### src/rtl/load_store_unit_if.sv
// CPU-side request/response and memory-bus signals of the load/store unit.
// The slave modport is the unit; the master modport is the CPU/bus side.
interface load_store_unit_if;
  logic        start;
  logic        is_store;
  logic [2:0]  funct3;
  logic [15:0] address;
  logic [31:0] store_data;
  logic [31:0] load_data;
  logic        busy;
  logic        done;
  logic        error;
  logic [15:0] bus_address;
  logic [31:0] bus_data_out;
  logic [31:0] bus_data_in;
  logic [3:0]  bus_write_mask;
  logic        bus_enable;
  logic        bus_write_enable;

  modport slave (
    input  start, is_store, funct3, address, store_data, bus_data_in,
    output load_data, busy, done, error, bus_address, bus_data_out,
    output bus_write_mask, bus_enable, bus_write_enable
  );

  modport master (
    output start, is_store, funct3, address, store_data, bus_data_in,
    input  load_data, busy, done, error, bus_address, bus_data_out,
    input  bus_write_mask, bus_enable, bus_write_enable
  );
endinterface

### src/rtl/load_store_unit.sv
// RISC-V byte/half/word load-store unit driving a word-wide memory bus.
// Define MISALIGN_TRAP_EN to reject misaligned accesses instead of truncating.
module load_store_unit #(
  parameter int READ_LATENCY = 1
) (
  input logic               clk,
  input logic               reset,
  load_store_unit_if.slave  lsu
);

  typedef enum logic [1:0] {
    S_IDLE,
    S_ISSUE,
    S_WAIT,
    S_DONE
  } state_t;

  state_t      r_state;
  logic [2:0]  r_funct3;
  logic [1:0]  r_off;
  logic        r_is_store;
  logic [1:0]  r_cnt;
  logic [31:0] r_load_data;
  logic        r_busy;
  logic        r_done;
  logic        r_error;
  logic [15:0] r_bus_addr;
  logic [31:0] r_wdata;
  logic [3:0]  r_mask;
  logic        r_bus_en;
  logic        r_bus_we;

  logic        w_legal;
  logic        w_reject;
  logic [1:0]  w_off;
  logic [3:0]  w_mask;
  logic [31:0] w_wdata;
  logic [31:0] w_lane;
  logic [31:0] w_ext;

  // Request decode: legality, aligned lane offset, store mask and data.
  always_comb begin
    w_legal = 1'b0;
    w_off   = 2'b00;
    w_mask  = 4'b1111;
    w_wdata = lsu.store_data;
    case (lsu.funct3)
      3'b000, 3'b001, 3'b010: w_legal = 1'b1;
      3'b100, 3'b101: w_legal = !lsu.is_store;
      default: w_legal = 1'b0;
    endcase
    case (lsu.funct3[1:0])
      2'b00: begin
        w_off   = lsu.address[1:0];
        w_mask  = 4'b0001 << lsu.address[1:0];
        w_wdata = {4{lsu.store_data[7:0]}};
      end
      2'b01: begin
        w_off   = {lsu.address[1], 1'b0};
        w_mask  = lsu.address[1] ? 4'b1100 : 4'b0011;
        w_wdata = {2{lsu.store_data[15:0]}};
      end
      default: begin
        w_off   = 2'b00;
        w_mask  = 4'b1111;
        w_wdata = lsu.store_data;
      end
    endcase
`ifdef MISALIGN_TRAP_EN
    case (lsu.funct3[1:0])
      2'b01:   w_reject = !w_legal || lsu.address[0];
      2'b10:   w_reject = !w_legal || (lsu.address[1:0] != 2'b00);
      default: w_reject = !w_legal;
    endcase
`else
    w_reject = !w_legal;
`endif
  end

  // Load lane select and sign/zero extension of the returned bus word.
  always_comb begin
    w_lane = lsu.bus_data_in >> {r_off, 3'b000};
    case (r_funct3)
      3'b000:  w_ext = {{24{w_lane[7]}}, w_lane[7:0]};
      3'b001:  w_ext = {{16{w_lane[15]}}, w_lane[15:0]};
      3'b100:  w_ext = {24'd0, w_lane[7:0]};
      3'b101:  w_ext = {16'd0, w_lane[15:0]};
      default: w_ext = lsu.bus_data_in;
    endcase
  end

  // Request sequencer with registered CPU and bus outputs.
  always_ff @(posedge clk or posedge reset) begin
    if (reset) begin
      r_state     <= S_IDLE;
      r_funct3    <= 3'd0;
      r_off       <= 2'd0;
      r_is_store  <= 1'b0;
      r_cnt       <= 2'd0;
      r_load_data <= 32'd0;
      r_busy      <= 1'b0;
      r_done      <= 1'b0;
      r_error     <= 1'b0;
      r_bus_addr  <= 16'd0;
      r_wdata     <= 32'd0;
      r_mask      <= 4'd0;
      r_bus_en    <= 1'b0;
      r_bus_we    <= 1'b0;
    end else begin
      unique case (r_state)
        S_IDLE: begin
          r_done  <= 1'b0;
          r_error <= 1'b0;
          if (lsu.start) begin
            r_funct3   <= lsu.funct3;
            r_off      <= w_off;
            r_is_store <= lsu.is_store;
            if (w_reject) begin
              r_state <= S_DONE;
              r_done  <= 1'b1;
              r_error <= 1'b1;
            end else begin
              r_state    <= S_ISSUE;
              r_busy     <= 1'b1;
              r_bus_en   <= 1'b1;
              r_bus_addr <= {lsu.address[15:2], 2'b00};
              r_bus_we   <= lsu.is_store;
              r_mask     <= lsu.is_store ? w_mask : 4'd0;
              r_wdata    <= lsu.is_store ? w_wdata : 32'd0;
            end
          end
        end
        S_ISSUE: begin
          r_bus_en <= 1'b0;
          r_bus_we <= 1'b0;
          r_mask   <= 4'd0;
          r_wdata  <= 32'd0;
          r_cnt    <= 2'(READ_LATENCY - 1);
          if (r_is_store) begin
            r_state <= S_DONE;
            r_done  <= 1'b1;
            r_busy  <= 1'b0;
          end else begin
            r_state <= S_WAIT;
          end
        end
        S_WAIT: begin
          if (r_cnt == 2'd0) begin
            r_load_data <= w_ext;
            r_state     <= S_DONE;
            r_done      <= 1'b1;
            r_busy      <= 1'b0;
          end else begin
            r_cnt <= r_cnt - 2'd1;
          end
        end
        S_DONE: begin
          r_done  <= 1'b0;
          r_error <= 1'b0;
          r_state <= S_IDLE;
        end
        default: r_state <= S_IDLE;
      endcase
    end
  end

  assign lsu.load_data        = r_load_data;
  assign lsu.busy             = r_busy;
  assign lsu.done             = r_done;
  assign lsu.error            = r_error;
  assign lsu.bus_address      = r_bus_addr;
  assign lsu.bus_data_out     = r_wdata;
  assign lsu.bus_write_mask   = r_mask;
  assign lsu.bus_enable       = r_bus_en;
  assign lsu.bus_write_enable = r_bus_we;

endmodule

### src/flat_wrapper.sv
// flat-port wrapper written by rule: the top's interface ports become plain ports
module load_store_unit_flat 
#(
  parameter int READ_LATENCY = 1
)
  (clk, reset, lsu_start, lsu_is_store, lsu_funct3, lsu_address, lsu_store_data, lsu_bus_data_in, lsu_load_data, lsu_busy, lsu_done, lsu_error, lsu_bus_address, lsu_bus_data_out, lsu_bus_write_mask, lsu_bus_enable, lsu_bus_write_enable);
  load_store_unit_if lsu_i ();
  input logic clk;
  input logic reset;
  input wire logic [$bits(lsu_i.start)-1:0] lsu_start;
  input wire logic [$bits(lsu_i.is_store)-1:0] lsu_is_store;
  input wire logic [$bits(lsu_i.funct3)-1:0] lsu_funct3;
  input wire logic [$bits(lsu_i.address)-1:0] lsu_address;
  input wire logic [$bits(lsu_i.store_data)-1:0] lsu_store_data;
  input wire logic [$bits(lsu_i.bus_data_in)-1:0] lsu_bus_data_in;
  output wire logic [$bits(lsu_i.load_data)-1:0] lsu_load_data;
  output wire logic [$bits(lsu_i.busy)-1:0] lsu_busy;
  output wire logic [$bits(lsu_i.done)-1:0] lsu_done;
  output wire logic [$bits(lsu_i.error)-1:0] lsu_error;
  output wire logic [$bits(lsu_i.bus_address)-1:0] lsu_bus_address;
  output wire logic [$bits(lsu_i.bus_data_out)-1:0] lsu_bus_data_out;
  output wire logic [$bits(lsu_i.bus_write_mask)-1:0] lsu_bus_write_mask;
  output wire logic [$bits(lsu_i.bus_enable)-1:0] lsu_bus_enable;
  output wire logic [$bits(lsu_i.bus_write_enable)-1:0] lsu_bus_write_enable;
  assign lsu_i.start = lsu_start;
  assign lsu_i.is_store = lsu_is_store;
  assign lsu_i.funct3 = lsu_funct3;
  assign lsu_i.address = lsu_address;
  assign lsu_i.store_data = lsu_store_data;
  assign lsu_i.bus_data_in = lsu_bus_data_in;
  assign lsu_load_data = lsu_i.load_data;
  assign lsu_busy = lsu_i.busy;
  assign lsu_done = lsu_i.done;
  assign lsu_error = lsu_i.error;
  assign lsu_bus_address = lsu_i.bus_address;
  assign lsu_bus_data_out = lsu_i.bus_data_out;
  assign lsu_bus_write_mask = lsu_i.bus_write_mask;
  assign lsu_bus_enable = lsu_i.bus_enable;
  assign lsu_bus_write_enable = lsu_i.bus_write_enable;
  load_store_unit #(.READ_LATENCY(READ_LATENCY)) u_core (.clk(clk), .reset(reset), .lsu(lsu_i));
endmodule
### config.mk
export PLATFORM = sky130hd
export DESIGN_NAME = load_store_unit_flat
export DESIGN_NICKNAME = d
export VERILOG_FILES = /design/src/rtl/load_store_unit_if.sv /design/src/rtl/load_store_unit.sv /design/src/flat_wrapper.sv
export SDC_FILE = /design/constraint.sdc
export NUM_CORES = 1
export LEC_CHECK = 0
export ABC_AREA = 1
export BUFFER_PORTS_ARGS = -buffer_cell sky130_fd_sc_hd__buf_2
export CORE_MARGIN = 1
export CORE_UTILIZATION = 46
export DETAILED_ROUTE_END_ITERATION = 10
export MAX_ROUTING_LAYER = met4
export PLACE_DENSITY = 0.88
export SYNTH_ARGS = -nofsm -noshare
export SYNTH_HDL_FRONTEND = slang
export SYNTH_SLANG_ARGS = --single-unit
### constraint.sdc
create_clock -name clk -period 2.6 [get_ports clk]
set_input_delay 0.13 -clock clk [delete_from_list [all_inputs] [get_ports clk]]
set_output_delay 0.13 -clock clk [all_outputs]
set_load 0.01 [all_outputs]
* Yosys cells after proc, flatten, opt, wreduce, memory -nomap -nowiden
Cells that the tools add are included.
** Storage, ports and cells
- Bits in registers :: 97
- Output and inout port bits :: 89
- Word-level logic and storage cells :: 89
** Cells by class
- $add $sub $neg :: 1
- Equality and inequality tests :: 16
- Shifts and indexed selects :: 2
- Mux-type cells :: 36
- Reductions and logical operators :: 20
** Operators by type and width (count)
- one-hot mux 32 bit (2 select lines) :: 2
- one-hot mux 32 bit (4 select lines) :: 1
- 2-to-1 mux 32 bit :: 3
- right shift 32 x 5 -> 16 bit :: 1
- 2-to-1 mux 4 bit :: 4
- one-hot mux 4 bit (2 select lines) :: 2
- equality test 3 bit, second input constant :: 4
- 2-to-1 mux 1 bit :: 11
- AND reduction 2 bit :: 5
- 2-to-1 mux 2 bit :: 4
- one-hot mux 1 bit (2 select lines) :: 4
- one-hot mux 2 bit (2 select lines) :: 2
- one-hot mux 2 bit (4 select lines) :: 1
- equality test 3 x 1 -> 1 bit, second input constant :: 2
- zero test 2 bit :: 3
- zero test 3 bit :: 2
- != test 2 x 1 -> 1 bit, second input constant :: 3
- AND reduction 3 bit :: 2
- nonzero test 2 bit :: 3
- AND reduction 5 bit :: 1
- equality test 2 x 1 -> 1 bit, second input constant :: 2
- equality test 2 bit, second input constant :: 2
- != test 2 bit, second input constant :: 2
- one-hot mux 1 bit (4 select lines) :: 1
- other kinds (8) :: 8

* Logic depth before layout (Yosys ltp)
Gate-level depths: netlist of the first run.
- Depth in word-level cells :: 6
- Depth in mapped cells :: 11

* Worst setup path after synthesis of the first run
OpenSTA, ideal clock, no wires.
- Path type :: reg-to-reg
- From :: register u_core.r_state[0]
- To :: register u_core.r_wdata[0], in the netlist u_core.lsu.bus_data_out[0]
- Setup time :: 0.117 ns
- Data arrival time :: 1.526 ns
- Data required time :: 2.483 ns
- Setup slack :: 0.957 ns
- Cell stages (with the launch flop) :: 11
- Buffers on the path :: 1
- Path through :: dfrtp_1 > inv_1 > ha_1 > nand2_1 > nor2_4 > inv_4 > nand2_4 > inv_4 > buf_6 > nand2_1 > nand2_1
** On the way
- Longest elaborated chain between the ends :: 3
- Elaborated cells on any way between the ends :: 7
- Classes of those cells :: eq/ne (3); mux (1); reduce/logical (3)
** RTL lines
- start, declared :: line load_store_unit.sv:18 : state_t r_state;
- start signal, assigned :: line load_store_unit.sv:95 : r_state <= S_IDLE;
- start signal, assigned :: line load_store_unit.sv:119 : r_state <= S_DONE;
- start signal, assigned :: line load_store_unit.sv:123 : r_state <= S_ISSUE;
- zero test 2 bit / equality test 2 x 1 -> 1 bit (equally long branches) :: line load_store_unit.sv:110 : unique case (r_state)
- != test 2 x 1 -> 1 bit (no source line), or another cell as far along
- AND reduction 3 bit (no source line)
- end signal, assigned :: line load_store_unit.sv:129 : r_wdata <= lsu.is_store ? w_wdata : 32'd0;
- end, declared :: line load_store_unit.sv:28 : logic [31:0] r_wdata;
Parallel ways exist; a longest one is shown, timed or not.
A chain may end at the register's enable or synchronous reset.

* Worst setup path in the final report of the first run
- From :: register u_core.r_state[0]
- To :: register u_core.r_wdata[16], in the netlist u_core.lsu.bus_data_out[16]
The elaborated chain is that of the path after synthesis.

==> flow_metrics.py, run 1 <==
metrics = {
    "outcome": {
        "status": "finished, final reports clean",
    },
    "cells_and_area": {
        "fin_cells": 1029,
        "utilization": 0.596,
        "seqCellArea_um2": 2430,
        "drive_above_1_share": 0.253,
        "multiInputGateArea_um2": 2240,
        "nFillCells": 1037,
        "diodes": 0,
        "syn_to_final_growth_pct": 26.5,
        "final_nets": 979,
    },
    "floorplan": {
        "rows": 38,
        "die_h_um": 107,
        "start_util": 0.471,
        "boundaryPins": 176,
        "die_area_um2": 11500,
        "die_w_um": 107,
        "core_area_um2": 10800,
    },
    "sta": {
        "fmax_mhz": 507,
        "layout_min_cycle_time_ns": 1.97,
        "setup_viol": 0,
        "postLayoutSetupSlackWorst_ns": 0.629,
        "finalMaxSlewViolations": 0,
        "rsz0062_at_grt": "no",
        "relSlewSlack": 0.622,
        "finalCritPeriodShare": 0.758,
        "worst_slew_pin_slew_ns": 0.563,
        "tns_ns": 0,
        "fin_skew_ns": 0.00633,
        "hold_violations": 0,
    },
    "worst_setup_path": {
        "path_class": "reg -> reg",
        "critPathBufInv": 2,
        "cp_slowest_cell": "dfrtp_1",
        "critical_path_arrival_ns": 2.27,
        "cp_common_cell": "nand2_1",
        "crit_family": "simple AND/OR/NAND/NOR gates",
        "cp.depth": 8,
        "crit_chain": "inv_1 -> ha_1 -> nand2_1 -> nor2_4 -> nand2_1 -> inv_1 -> nand2_1 -> nand2_1",
        "cp-start-kind": "register",
        "crit_path_max_incr_delay_ns": 0.41,
        "crit_path_end_kind": "register",
        "worstRegToRegCells": 8,
        "critPathMaxFanout": 20,
        "cp.required_ns": 2.90,
    },
    "clock_network": {
        "clk_pin_slew_ns": 0.09,
        "cts_tree": "yes",
        "post_cts_buffers": 0,
        "cts-root-buf": "clkbuf_8",
        "clock_latency_ns": 0.36,
        "htree_levels": 3,
        "cts_resized": 0,
        "numCtsBuffers": 9,
        "cts_buffer_depth": 2,
        "cts_sinks": 97,
        "postCtsHoldBufs": 20,
    },
    "grt": {
        "grt_pass1_vias": 4896,
        "grt_antenna_before_repair": 0,
        "overflow": 0,
        "grt_pass1_wl_mm": 22.8,
        "grt_usage": 0.264,
        "grt_start_max_net_pins": 98,
    },
    "logic_synthesis": {
        "ys_types": 28,
        "ys_seq_elements": 97,
        "avgSynthCellArea_um2": 7.21,
        "syn_inst": 706,
        "yosysWarnings": 0,
        "yosysSeqAreaShare": 0.477,
        "synth_area_um2": 5090,
    },
    "pwr": {
        "power_frac_clock": 0.150,
        "power.density_nw_per_um2": 1100,
        "p_int_uw": 4000,
        "switching_share": 0.436,
        "comb_power_share": 0.492,
        "seqPwrFrac": 0.358,
        "leakagePower_uw": 0.00378,
        "peakVddDrop_mv": 0.470,
        "switching_power_uw": 3090,
        "total_power_uw": 7090,
    },
    "detailed_routing": {
        "drc": 0,
        "wl_per_cell_um": 13.7,
        "antenna_left": 0,
        "via_per_inst": 5.09,
        "vias": 5242,
        "wl_mm": 14.1,
        "first_iter_violations": 400,
        "first_pass_iters": 5,
    },
    "flow_run": {
        "cap_violations": 0,
    },
    "placed_design": {
        "place_ws_ns": 0.635,
        "dp_hpwl_mm": 10.0,
        "io_buffers": 173,
        "gp_congestion": 0.934,
        "numPlacedInstances": 995,
    },
    "worst_hold_path": {
        "hold_path_depth": 3,
        "min_path_type": "in -> reg",
    },
}
[synthesized netlist by cell type]
master / number / area (µm²)
buf_4: 5 / 37.5
nand3_2: 1 / 10.0
o21ai_1: 1 / 5.00
inv_1: 60 / 225
clkinv_1: 1 / 3.75
nand2_1: 313 / 1170
a21oi_4: 1 / 16.3
inv_4: 2 / 12.5
nor2_4: 1 / 11.3
inv_2: 3 / 11.3
nor2_1: 33 / 124
buf_1: 1 / 3.75
nor3_1: 1 / 5.00
o22ai_1: 8 / 50.1
buf_2: 9 / 45.0
nand3_1: 41 / 205
a31oi_1: 2 / 12.5
clkbuf_1: 14 / 52.6
conb_1: 1 / 3.75
or2_2: 18 / 113
buf_6: 3 / 33.8
dfrtp_1: 97 / 2430
o21ai_0: 35 / 175
nor2_2: 2 / 12.5
a21oi_1: 45 / 225
ha_1: 6 / 75.1
nand2_2: 1 / 6.26
nand2_4: 1 / 11.3
[cells by family (layout without fill, tap and decap cells)]
group | count (synthesis) | in the layout | share of synthesized area
compound gates | 92 | 92 | 0.0952
fa+ha+maj | 6 | 6 | 0.0148
buf+inv | 98 | 280 | 0.0836
flops | 97 | 97 | 0.477
other cells | 1 | 2 | 0.000737
simple gates | 412 | 412 | 0.329
[registers in the layout (all words and copies together), names as in the netlist, 2 cells and up]
register	cells
u_core.lsu.bus_data_out	32
u_core.lsu.load_data	32
u_core.lsu.bus_address	14
u_core.lsu.bus_write_mask	4
u_core.r_funct3	3
u_core.r_cnt	2
u_core.r_off	2
u_core.r_state	2
[worst reg2reg max path: stages, from the launching register on]
cell     delay [ns]
dfrtp_1        0.41
inv_1          0.15
ha_1           0.21
nand2_1        0.20
nor2_4         0.23
nand2_1        0.09
inv_1          0.41
nand2_1        0.13
nand2_1        0.10
[path summary, 6_finish.rpt]
path                                           start                     endpoint  slack [ns]
setup / recovery                   u_core.r_state[0]  u_core.lsu.bus_data_out[16]        0.63
hold / removal                     lsu_store_data[5]   u_core.lsu.bus_data_out[5]        0.02
setup reg to reg                   u_core.r_state[0]  u_core.lsu.bus_data_out[16]        0.63
hold reg to reg            u_core.lsu.bus_address[7]    u_core.lsu.bus_address[7]        0.47
max in group asynchronous                      reset     u_core.lsu.load_data[21]        1.75
min in group asynchronous                      reset   u_core.lsu.bus_data_out[7]        0.45
[through the flow]
stage	hold WS (ns)	cell area, µm²
after floorplan	0.240	5100
after global placement	0.317	6030
after detailed placement	0.326	6030
after CTS	0.000267	6430
after global routing	0.00486	6430
final	0.0229	6430
[power by group through the flow]
stage	clock (µW)	combinational, µW	sequential, µW
final	1060	3490	2540
after global placement	0	3360	2550
after global routing	1150	3950	2620
after CTS	1080	3490	2540
after detailed placement	0	3460	2550
after floorplan	0	2130	2760
[layer usage]
layer	vias to the layer above	wire, µm	global-route usage	part of all wire
li1	2540	-	-	-
met1	2407	5770	0.311	0.41
met2	252	6770	0.439	0.48
met3	43	1120	0.0584	0.080
met4	0	410	0.104	0.029
met5	-	0	-	0
[final cells by class]
class	count	area share
Sequential cell	97	0.377
Multi-Input combinational cell	512	0.348
Tap cell	140	0.0272
Timing Repair Buffer	200	0.176
Clock buffer	9	0.0192
Clock inverter	5	0.0126
Inverter	66	0.0399
[cell usage in the layout (no fill, tap or decap), types with 3 or more instances in the layout]
cell type	count
clkbuf_8	9
o22ai_1	8
buf_4	6
nor2_1	33
or2_2	18
inv_1	59
buf_2	173
nand2_1	313
a21oi_1	45
inv_2	3
dfrtp_1	97
ha_1	6
dlygate4sd3_1	20
o21ai_0	35
nand3_1	41
Power figures use the tool's default switching activity.
==> run 2, diff against run 1 <==
--- a/config.mk
+++ b/config.mk
@@ -5,13 +5,13 @@
 export SDC_FILE = /design/constraint.sdc
 export NUM_CORES = 1
 export LEC_CHECK = 0
-export ABC_AREA = 1
+export ABC_AREA = 0
 export BUFFER_PORTS_ARGS = -buffer_cell sky130_fd_sc_hd__buf_2
 export CORE_MARGIN = 1
-export CORE_UTILIZATION = 46
+export CORE_UTILIZATION = 50
 export DETAILED_ROUTE_END_ITERATION = 10
 export MAX_ROUTING_LAYER = met4
-export PLACE_DENSITY = 0.88
+export PLACE_DENSITY = 0.91
 export SYNTH_ARGS = -nofsm -noshare
 export SYNTH_HDL_FRONTEND = slang
 export SYNTH_SLANG_ARGS = --single-unit
==> constraint.sdc (replaced) <==
create_clock -name clk -period 2 [get_ports clk]
set_input_delay 0.1 -clock clk [delete_from_list [all_inputs] [get_ports clk]]
set_output_delay 0.1 -clock clk [all_outputs]
set_load 0.01 [all_outputs]
==> flow_metrics.py, run 2 <==
metrics = {
    "sta": {
        "relSlewSlack": 0.566,
        "finalCritPeriodShare": 0.908,
        "tns_ns": 0,
        "rsz0062_at_grt": "no",
        "worst_slew_pin_slew_ns": 0.651,
        "finalMaxSlewViolations": 0,
        "setup_viol": 0,
        "hold_violations": 0,
        "layout_min_cycle_time_ns": 1.82,
        "fmax_mhz": 550,
        "fin_skew_ns": 0.0111,
    },
    "detailed_routing": {
        "drc": 0,
        "wl_mm": 14.3,
        "first_iter_violations": 310,
        "antenna_left": 0,
        "first_pass_iters": 7,
        "via_per_inst": 5.68,
        "wl_per_cell_um": 17.3,
        "vias": 4695,
    },
    "logic_synthesis": {
        "yosys.area.top_type": "dfrtp_1",
        "ys.flop_type": "dfrtp_1",
        "yosys.area_share.simple": 0.173,
        "ys_top_cells_by_area": "dfrtp_1, nand2_1, o21ai_0",
        "synth_top_family_by_area": "simple AND/OR/NAND/NOR gates",
        "avgSynthCellArea_um2": 9.51,
        "syn_inst": 513,
        "synth_top_area_frac": 0.497,
        "synthTopCellsByCount": "dfrtp_1, nand2_1, o21ai_0",
        "yosysSeqAreaShare": 0.497,
        "synth_most_common_cell": "dfrtp_1",
        "synth.mux.area_fraction": 0.113,
        "ys_seq_elements": 97,
        "synth-xor-area-share": 0,
        "synth-adder-area-share": 0.0154,
        "ys_async_sr_fraction": 1.00,
        "synth_compound_area_frac": 0.156,
        "ys_types": 41,
        "synth_edf_count": 0,
        "synth_area_um2": 4880,
        "yosysWarnings": 0,
    },
    "placed_design": {
        "dp_hpwl_mm": 10.2,
        "io_buffers": 173,
        "numPlacedInstances": 794,
        "gp_congestion": 0.910,
    },
    "pwr": {
        "switching_share": 0.422,
        "power_frac_clock": 0.141,
        "comb_power_share": 0.473,
        "peakVddDrop_mv": 0.808,
        "power.density_nw_per_um2": 1380,
        "total_power_uw": 8680,
        "seqPwrFrac": 0.386,
        "switching_power_uw": 3660,
        "leakagePower_uw": 0.00314,
        "p_int_uw": 5020,
    },
    "worst_setup_path": {
        "crit_path_end_kind": "register",
        "rrSetupSlack_ns": 0.18,
        "crit_path_max_incr_delay_ns": 0.48,
        "r2r-end": "u_core.lsu.load_data[22]",
        "critPathMaxFanout": 16,
        "worstRegToRegCells": 4,
        "crit_path_end": "u_core.lsu.load_data[22]",
        "timing.rr.start": "u_core.r_off[1]",
        "path_class": "reg -> reg",
        "crit_start": "u_core.r_off[1]",
        "critical_path_arrival_ns": 2.04,
        "crit_chain": "mux2i_2 -> o21ai_1 -> o2111ai_4 -> nand3_1",
        "cp_slowest_cell": "o2111ai_4",
        "cp.required_ns": 2.22,
        "cp-start-kind": "register",
    },
    "grt": {
        "overflow": 0,
        "grt_pass1_vias": 4751,
        "grt_antenna_before_repair": 0,
        "grt_usage": 0.306,
        "grt_start_max_net_pins": 60,
        "grt_pass1_wl_mm": 23.2,
    },
    "clock_network": {
        "cts_sinks": 97,
        "cts_buffer_depth": 2,
        "clock_latency_ns": 0.37,
        "numCtsBuffers": 9,
        "htree_levels": 3,
        "post_cts_buffers": 0,
        "clk_pin_slew_ns": 0.09,
        "cts-root-buf": "clkbuf_8",
        "cts_tree": "yes",
    },
    "cells_and_area": {
        "drive_above_1_share": 0.333,
        "final_cell_mix": "buf_2, dfrtp_1, nand2_1, o21ai_0, nand3_1",
        "syn_to_final_growth_pct": 28.7,
        "final_nets": 787,
        "layout.cells.most_common": "buf_2",
        "diodes": 0,
        "nFillCells": 730,
        "fin_cells": 826,
    },
    "flow_run": {
        "cap_violations": 0,
    },
    "worst_hold_path": {
        "hold_path_depth": 3,
        "min_path_type": "in -> reg",
    },
    "outcome": {
        "status": "finished, final reports clean",
    },
    "floorplan": {
        "start_util": 0.523,
        "die_h_um": 101,
        "rows": 35,
        "core_area_um2": 9330,
        "die_area_um2": 10200,
        "boundaryPins": 176,
        "die_w_um": 101,
    },
}
run 2: cell count changes after synthesis, moves of 20 or more:
cell | previous run | this run
nand2_1 | 313 | 86
inv_1 | 60 | 12
a21oi_1 | 45 | 14
mux2i_1 | 0 | 30
o21ai_0 | 35 | 63
mux2_2 | 0 | 21
o31ai_1 | 0 | 20
run 2: cell type report:
class / count / area (µm²) / area share
repair buffers: 207 / 1220 / 0.194
inverters: 12 / 48.8 / 0.00777
clock inverters: 3 / 43.8 / 0.00697
multi-input cells: 367 / 2250 / 0.358
clock buffers: 11 / 131 / 0.0209
well taps: 129 / 161 / 0.0257
flip-flops and latches: 97 / 2430 / 0.387
run 2: kinds of logic after synthesis:
| family | after synthesis |
|---|---|
| buf+inv | 50 |
| fa+ha+maj | 6 |
| flops | 97 |
| simple gates | 186 |
| other cells | 1 |
| compound gates | 121 |
| mux | 52 |
run 2: stage by stage:
| stage | worst slack [ns] | hold WS [ns] | util | cell area [µm²] |
|---|---|---|---|---|
| 4_1_cts | 0.186 | 0.00215 | 0.673 | 6280 |
| 3_3_place_gp | 0.327 | 0.203 | 0.635 | 5920 |
| 6_report | 0.183 | 0.0167 | 0.673 | 6280 |
| 5_1_grt | 0.0282 | 0.0127 | 0.673 | 6280 |
| 2_1_floorplan | 0.321 | 0.236 | - | 4890 |
| 3_5_place_dp | 0.188 | 0.212 | 0.635 | 5920 |
run 2: worst max-delay path, delay by kind of cell, from the launching register on:
kind            cells  cell delay [ns]
mux                 1             0.40
compound gates      2             0.65
simple gates        1             0.16
flops               1             0.47
run 2: metal layers:
| layer | global-route usage | part of all wire | routed length, µm | vias up |
|---|---|---|---|---|
| met2 | 0.495 | 0.48 | 6850 | 305 |
| met5 | - | 0 | 0 | - |
| met3 | 0.0596 | 0.10 | 1450 | 39 |
| met4 | 0.127 | 0.027 | 388 | 0 |
| met1 | 0.379 | 0.39 | 5640 | 2204 |
| li1 | - | - | - | 2147 |
run 2: worst min path at each step:
| stage | from | to |
|---|---|---|
| 4_1_cts | lsu_bus_data_in[19] | u_core.lsu.load_data[19] |
| 2_1_floorplan | lsu_store_data[0] | u_core.lsu.bus_data_out[0] |
| 5_1_grt | lsu_bus_data_in[19] | u_core.lsu.load_data[19] |
| 3_5_place_dp | reset | u_core.r_cnt[0] |
| 6_report | lsu_store_data[3] | u_core.lsu.bus_data_out[3] |
| 3_3_place_gp | reset | u_core.r_cnt[1] |
run 2: power groups by stage:
stage	Sequential [µW]	Combinational (µW)	Clock [µW]
detailed placement	3350	4040	0
global route	3430	4530	1330
finish	3350	4110	1230
CTS	3330	4080	1240
floorplan	3530	2290	0
global placement	3310	3860	0
run 2: timing repair:
action / 4_1_cts / 5_1_grt
hold buffers: 18 / 0
endpoints found under the hold margin: 40 / 0
resized for setup: 0 / 1
setup endpoints to repair: 0 / 1
==> run 3, diff against run 2 <==
--- a/config.mk
+++ b/config.mk
@@ -12,6 +12,7 @@
 export DETAILED_ROUTE_END_ITERATION = 10
 export MAX_ROUTING_LAYER = met4
 export PLACE_DENSITY = 0.91
+export SKIP_CTS_REPAIR_TIMING = 1
 export SYNTH_ARGS = -nofsm -noshare
 export SYNTH_HDL_FRONTEND = slang
 export SYNTH_SLANG_ARGS = --single-unit
==> constraint.sdc (replaced) <==
create_clock -name clk -period 1.88 [get_ports clk]
set_input_delay 0.094 -clock clk [delete_from_list [all_inputs] [get_ports clk]]
set_output_delay 0.094 -clock clk [all_outputs]
set_load 0.01 [all_outputs]
==> flow_metrics.py, run 3 (synthesized netlist as in run 2, its figures left out) <==
metrics = {
    "clock_network": {
        "numCtsBuffers": 9,
        "cts_tree": "yes",
        "cts_buffer_depth": 2,
        "cts_sinks": 97,
        "clk_pin_slew_ns": 0.10,
        "cts-root-buf": "clkbuf_8",
        "clock_latency_ns": 0.36,
        "htree_levels": 3,
    },
    "cells_and_area": {
        "fin_cells": 833,
        "syn_to_final_growth_pct": 30.6,
        "final_cell_mix": "buf_2, dfrtp_1, nand2_1, o21ai_0, nand3_1",
        "nFillCells": 721,
        "final_nets": 792,
        "drive_above_1_share": 0.344,
        "diodes": 0,
        "multiInputGateArea_um2": 2260,
        "layout.cells.most_common": "buf_2",
        "seqCellArea_um2": 2430,
    },
    "sta": {
        "hold_violations": 0,
        "setup_viol": 0,
        "relSlewSlack": 0.662,
        "fin_skew_ns": 0.00629,
        "worst_slew_pin_slew_ns": 0.506,
        "finalCritPeriodShare": 0.943,
        "fmax_mhz": 564,
        "layout_min_cycle_time_ns": 1.77,
        "finalMaxSlewViolations": 0,
    },
    "pwr": {
        "power_frac_clock": 0.152,
        "peakVddDrop_mv": 0.805,
        "total_power_uw": 9470,
        "switching_power_uw": 3940,
        "switching_share": 0.416,
        "comb_power_share": 0.476,
        "power.density_nw_per_um2": 1490,
        "p_int_uw": 5530,
        "seqPwrFrac": 0.372,
        "leakagePower_uw": 0.00320,
    },
    "floorplan": {
        "rows": 35,
        "core_area_um2": 9330,
        "die_w_um": 101,
        "boundaryPins": 176,
        "start_util": 0.523,
        "die_area_um2": 10200,
        "die_h_um": 101,
    },
    "outcome": {
        "status": "finished, final reports clean",
    },
    "grt": {
        "met3_usage": 0.0451,
        "grt_pass1_vias": 4370,
        "grt_start_max_net_pins": 60,
        "use_met2": 0.426,
        "grt_pass1_wl_mm": 20.6,
        "grt_usage": 0.271,
        "busiest_layer": "met2",
        "overflow": 0,
        "met1_usage": 0.345,
        "grt_antenna_before_repair": 0,
    },
    "worst_setup_path": {
        "cp.required_ns": 2.13,
        "crit_chain": "inv_1 -> ha_1 -> nand4_1 -> buf_12 -> mux2_2",
        "crit_family": "flip-flops",
        "critical_path_arrival_ns": 2.02,
        "crit_path_end_kind": "register",
        "timing.rr.start": "u_core.r_state[0]",
        "critPathMaxFanout": 59,
        "critPathBufInv": 2,
        "crit_start": "u_core.r_state[0]",
        "crit_path_max_incr_delay_ns": 0.41,
        "cp_slowest_cell": "dfrtp_1",
        "path_class": "reg -> reg",
        "cp-start-kind": "register",
    },
    "detailed_routing": {
        "vias": 4644,
        "wl_per_cell_um": 16.8,
        "antenna_left": 0,
        "wl_mm": 14.0,
        "first_iter_violations": 262,
        "first_pass_iters": 5,
        "drc": 0,
        "via_per_inst": 5.58,
    },
    "placed_design": {
        "dp_hpwl_mm": 9.90,
        "io_buffers": 173,
        "gp_congestion": 0.903,
        "numPlacedInstances": 798,
    },
    "worst_hold_path": {
        "min_path_type": "in -> reg",
        "worstHoldStart": "lsu_bus_data_in[19]",
    },
    "flow_run": {
        "cap_violations": 0,
    },
}
run 3: cell count changes in the layout (fill, tap and decap cells not counted), sizes merged:
| cell | delta |
|---|---|
| clkinvlp | +1 |
| buf | +5 |
| inv | +1 |
run 3: final cells by class:
| cell class | count | share of cell area |
|---|---|---|
| clock buffer | 11 | 0.0237 |
| tap | 129 | 0.0253 |
| multi-input combinational | 367 | 0.354 |
| clock inverter | 5 | 0.00981 |
| inverter | 12 | 0.00765 |
| timing repair buffer | 212 | 0.199 |
| sequential | 97 | 0.381 |
run 3: worst reg2reg max path, cell delays in order (launching register included):
cell     delay (ns)
dfrtp_1        0.41
inv_1          0.14
ha_1           0.33
nand4_1        0.21
buf_12         0.25
mux2_2         0.32
run 3: metal layers:
metal,part of all wire,vias up
li1,-,2158
met1,0.40,2180
met2,0.48,277
met3,0.088,29
met4,0.027,0
met5,0,-
run 3: stage by stage:
stage | util | setup TNS (ns) | area [µm²] | hold slack (ns) | worst slack, ns
final | 0.683 | 0 | 6370 | 0.00302 | 0.108
after global routing | 0.683 | -0.0103 | 6370 | 0.00453 | -0.00738
after CTS | 0.661 | 0 | 6170 | -0.243 | 0.0796
after detailed placement | 0.638 | 0 | 5950 | 0.159 | 0.0923
after global placement | 0.638 | 0 | 5950 | 0.156 | 0.220
after floorplan | - | 0 | 4890 | 0.230 | 0.201
run 3: final timing paths:
check                                         endpoint  slack, ns  depth (start not counted)
setup / recovery             u_core.lsu.bus_address[8]       0.11                          5
hold / removal                u_core.lsu.load_data[19]      0.003                          3
setup reg to reg             u_core.lsu.bus_address[8]       0.11                          5
hold reg to reg            u_core.lsu.bus_data_out[12]       0.47                          2
max in group asynchronous     u_core.lsu.load_data[21]       0.81                          4
min in group asynchronous  u_core.lsu.bus_data_out[27]       0.30                          3
run 3: power groups by stage:
stage	combinational, µW	sequential (µW)	clock [µW]
2_1_floorplan	2430	3760	0
3_3_place_gp	4240	3470	0
3_5_place_dp	4430	3520	0
4_1_cts	4430	3500	1470
5_1_grt	4990	3600	1540
6_report	4510	3520	1440
